==> config.mk <==
export PLATFORM = sky130hd
export DESIGN_NAME = cnt_bank_snap
export DESIGN_NICKNAME = d
export VERILOG_FILES = /design/src/rtl/cnt_bank_snap.sv
export SDC_FILE = /design/constraint.sdc
export NUM_CORES = 1
export LEC_CHECK = 0
export BUFFER_PORTS_ARGS = -buffer_cell sky130_fd_sc_hd__buf_4
export CAP_MARGIN = 20
export CORE_ASPECT_RATIO = 1.5
export CORE_UTILIZATION = 53
export CTS_CLUSTER_SIZE = 30
export DETAILED_ROUTE_END_ITERATION = 7
export GPL_ROUTABILITY_DRIVEN = 0
export PLACE_DENSITY = 0.9
export SLEW_MARGIN = 20
export SYNTH_ARGS = -nofsm -noshare
export SYNTH_HDL_FRONTEND = slang
export SYNTH_SLANG_ARGS = --single-unit
export TNS_END_PERCENT = 50
==> constraint.sdc <==
create_clock -name clk -period 2 [get_ports clk]
set_input_delay 0 -clock clk [delete_from_list [all_inputs] [get_ports clk]]
set_output_delay 0 -clock clk [all_outputs]
set_load 0.005 [all_outputs]
==> src/rtl/cnt_bank_snap.sv <==
// cnt_bank_snap: bank of independent up/down counters with an atomic snapshot port.
// Snapshot captures the counts present before the edge that samples snap_req_i.
module cnt_bank_snap #(
  parameter int N_CH     = 4,
  parameter int WIDTH    = 8,
  parameter int SATURATE = 0,
  parameter int RST_VAL  = 0
) (
  input  logic                    clk,
  input  logic                    rst,
  input  logic [N_CH-1:0]         en_i,
  input  logic [N_CH-1:0]         dn_i,
  input  logic [N_CH-1:0]         clr_i,
  input  logic [N_CH-1:0]         ld_i,
  input  logic [N_CH*WIDTH-1:0]   ld_val_i,
  output logic [N_CH*WIDTH-1:0]   cnt_o,
  output logic [N_CH-1:0]         tc_o,
  input  logic                    snap_req_i,
  output logic [N_CH*WIDTH-1:0]   snap_data_o,
  output logic                    snap_valid_o
);
  localparam logic [WIDTH-1:0] MAX = '1;
  localparam logic [WIDTH-1:0] RV  = WIDTH'(RST_VAL);
  logic [N_CH*WIDTH-1:0] cnt_nxt;
  logic [N_CH-1:0]       tc_nxt;
  for (genvar i = 0; i < N_CH; i++) begin : g_ch
    logic [WIDTH-1:0] c;
    logic             at_bnd;
    assign c      = cnt_o[i*WIDTH +: WIDTH];
    assign at_bnd = dn_i[i] ? (c == '0) : (c == MAX);
    // saturate mode pins the count at the bound; tc still fires
    assign cnt_nxt[i*WIDTH +: WIDTH] = clr_i[i] ? RV :
                                       ld_i[i] ? ld_val_i[i*WIDTH +: WIDTH] :
                                       !en_i[i] ? c :
                                       (at_bnd && SATURATE != 0) ? c :
                                       dn_i[i] ? c - 1'b1 : c + 1'b1;
    assign tc_nxt[i] = !clr_i[i] && !ld_i[i] && en_i[i] && at_bnd;
  end
  always_ff @(posedge clk or posedge rst) begin
    if (rst) begin
      cnt_o        <= {N_CH{RV}};
      tc_o         <= '0;
      snap_data_o  <= '0;
      snap_valid_o <= 1'b0;
    end else begin
      cnt_o        <= cnt_nxt;
      tc_o         <= tc_nxt;
      snap_valid_o <= snap_req_i;
      if (snap_req_i) snap_data_o <= cnt_o;
    end
  end
endmodule

==> flow_metrics.py <==
metrics = {
    "run_status": {
        "status": "finished with violations",
        "violations": "hold timing",
    },
    "setup_path": {
        "crit_required_ps": 2220,
        "arrival_ps": 2110,
        "critical_path.max_fanout": 7,
        "endpoint_kind": "flip-flop",
        "cp-start-kind": "flip-flop",
        "worst-setup-path-type": "reg2reg",
    },
    "run": {
        "maxCapViolCount": 0,
    },
    "min_path": {
        "min_path_type": "in2reg",
    },
    "layout": {
        "multi_input_area_sq_um": 2280,
        "fin_nets": 643,
        "syn_to_final_growth_pct": 39.1,
        "nFillCells": 491,
        "final_layout_size_suffix_gt1_share_pct": 32.2,
        "final_cell_mix": "buf_4, dfrtp_1, nor2_1, a21oi_1, dlygate4sd3_1",
        "fin_area_sq_um": 5820,
        "layout_commonest_cell": "buf_4",
        "seq_area_sq_um": 1730,
    },
    "floorplanning": {
        "io_pins": 120,
        "fp.dieW_um": 74.5,
        "rows": 39,
        "die_h_um": 111,
        "start_util_pct": 54.9,
        "die-area_sq_um": 8260,
        "core-area_sq_um": 7610,
    },
    "global_route": {
        "grt_pass1_wl_um": 19400,
        "grt.overflow.total": 0,
        "track_usage_pct": 31.2,
        "antenna_found_initial": 1,
        "grt_max_degree": 45,
        "grt_pass1_vias": 4085,
    },
    "route": {
        "routed_wl_um": 12100,
        "dr.pass1.iters": 5,
        "viasPerCell": 5.97,
        "wire_per_inst_um": 18.0,
        "final_antenna_net_count": 0,
        "drt_drc_violations_left": 0,
        "dr_total_vias": 4004,
        "dr.first_iter.drc_count": 245,
    },
    "power_and_ir_drop": {
        "irDropWorstVdd_mv": 0.522,
        "leakagePower_nw": 2.78,
        "power_w": 0.00435,
        "powerDensity_nw_per_um2": 747,
    },
    "clock_network": {
        "cts_root_buf": "clkbuf_16",
        "cts_max_path_buffers": 2,
        "cts.clk_slew.worst_paths_ps": 50,
        "tritoncts": "yes",
        "htree_levels": 3,
        "clkSinkCount": 69,
        "insertion_delay_ps": 340,
        "cts_inserted_buffers": 9,
    },
    "synthesis": {
        "ys_warn_count": 0,
        "yosysTopAreaCell": "dfrtp_1",
        "ys_async_sr_fraction_pct": 100,
        "ys_top_cells_by_area": "dfrtp_1, mux2_2, ha_1",
        "synth_area_sq_um": 4180,
        "synth.top_cell.area_share_pct": 41.3,
        "syn-mean-instance-area_sq_um": 10.1,
        "synth_nets": 492,
        "synth_edf_count": 0,
        "postSynthCellCount": 413,
        "synthDistinctLibCells": 47,
        "ys_ff_latch": 69,
        "synthFlopType": "dfrtp_1",
        "seq_area_frac_synth_pct": 41.3,
    },
    "timing": {
        "min_period_over_period_pct": 94.5,
        "worst_slew_pin_slew_ps": 583,
        "finalClockSkew_ps": 4.48,
        "timing.fmax_ghz": 0.529,
        "layout_setup_ws_ps": 111,
        "whs_ps": -0.747,
        "period_minus_slack_ps": 1890,
        "setup_viol": 0,
        "finalHoldViolCount": 1,
        "drv_slew": 0,
        "rsz0062_at_grt": "no",
        "maxSlewHeadroom_pct": 61.1,
        "final.setup.tns_ps": 0,
    },
    "placed_design": {
        "place_area_sq_um": 5170,
        "portBuffers": 119,
        "preCtsSetupSlack_ps": 139,
        "dpl.hpwl_um": 8020,
    },
}
==> synth_stat cells, types with 5 or more instances <==
cell type  number
a211oi_1        8
a21oi_1        37
a221oi_1        5
a22oi_1         5
buf_2           7
clkbuf_1       11
dfrtp_1        69
ha_1           24
inv_1          22
mux2_2         32
mux2i_1         8
nand2_1         7
nand4_1         7
nor2_1         41
nor3_1          9
nor3b_1         7
nor4_1          9
o21a_1         12
o21ai_0         8
o22ai_1         6
xnor2_1        20
==> power breakdown <==
| group | switching, W | internal [W] |
|---|---|---|
| clock | 0.000588 | 0.000932 |
| sequential | 0.000129 | 0.00153 |
| combinational | 0.000545 | 0.000626 |
| total | 0.00126 | 0.00308 |
==> stage by stage <==
step / utilization (%) / instances
finish: 76.4 / 671
global route: 76.4 / 671
CTS: 76.2 / 670
detailed placement: 68.0 / 620
global placement: 68.0 / 620
floorplan: - / 413
==> path summary, 6_finish.rpt <==
path	end	depth (start not counted)	startpoint	slack [ps]
setup / recovery	cnt_o[13]	6	cnt_o[9]	110
hold / removal	cnt_o[19]	3	ld_val_i[19]	-0.7
setup reg to reg	cnt_o[13]	6	cnt_o[9]	110
hold reg to reg	snap_data_o[4]	1	snap_data_o[4]	510
max in group asynchronous	snap_data_o[0]	4	rst	1060
min in group asynchronous	snap_data_o[13]	3	rst	290
==> state kept, by name (all words and copies together), names as in the netlist <==
| name | cells |
|---|---|
| snap_valid_o | 1 |
| cnt_o | 32 |
| snap_data_o | 32 |
| tc_o | 4 |
==> per-layer routing <==
layer  wire length (um)  GRT usage (%)  vias to the layer above
met4                525           19.0                        0
met2               6410           52.0                      196
met3                770           8.18                       50
li1                   -              -                     1819
met1               4390           34.1                     1939
met5                  0              0                        -
==> repair_timing <==
action | in CTS | in global routing
resized for setup | 0 | 2
setup endpoints to repair | 0 | 1
setup buffers | 0 | 0
hold buffers | 35 | 0
hold endpoints to repair | 57 | 0
==> layout make-up <==
cell class	instances	share of cell area [%]
Clock inverter	1	0.0860
Sequential cell	69	29.7
Tap cell	102	2.19
Clock buffer	14	4.71
Antenna cell	1	0.0430
Inverter	22	1.42
Timing Repair Buffer	162	22.6
Multi-Input combinational cell	300	39.2
==> cell families (layout without fill, tap and decap cells) <==
kind of cell | Yosys count | count (layout) | synth area share (%)
adders and majority gates | 28 | 28 | 9.10
buffers and inverters | 44 | 199 | 4.37
muxes | 40 | 40 | 10.5
xor gates and xnor gates | 24 | 24 | 5.03
other | 0 | 1 | 0
and+or+nand+nor | 99 | 99 | 12.1
AOI/OAI and AO/OA | 109 | 109 | 17.6
DFF | 69 | 69 | 41.3
==> worst max-delay path: stages (launching register included) <==
cell and delay, ps:
dfrtp_1 440, ha_1 330, a211oi_1 340, o21bai_1 160
a21oi_1 230, xor2_1 180, o22ai_1 80
Power figures use the tool's default switching activity.
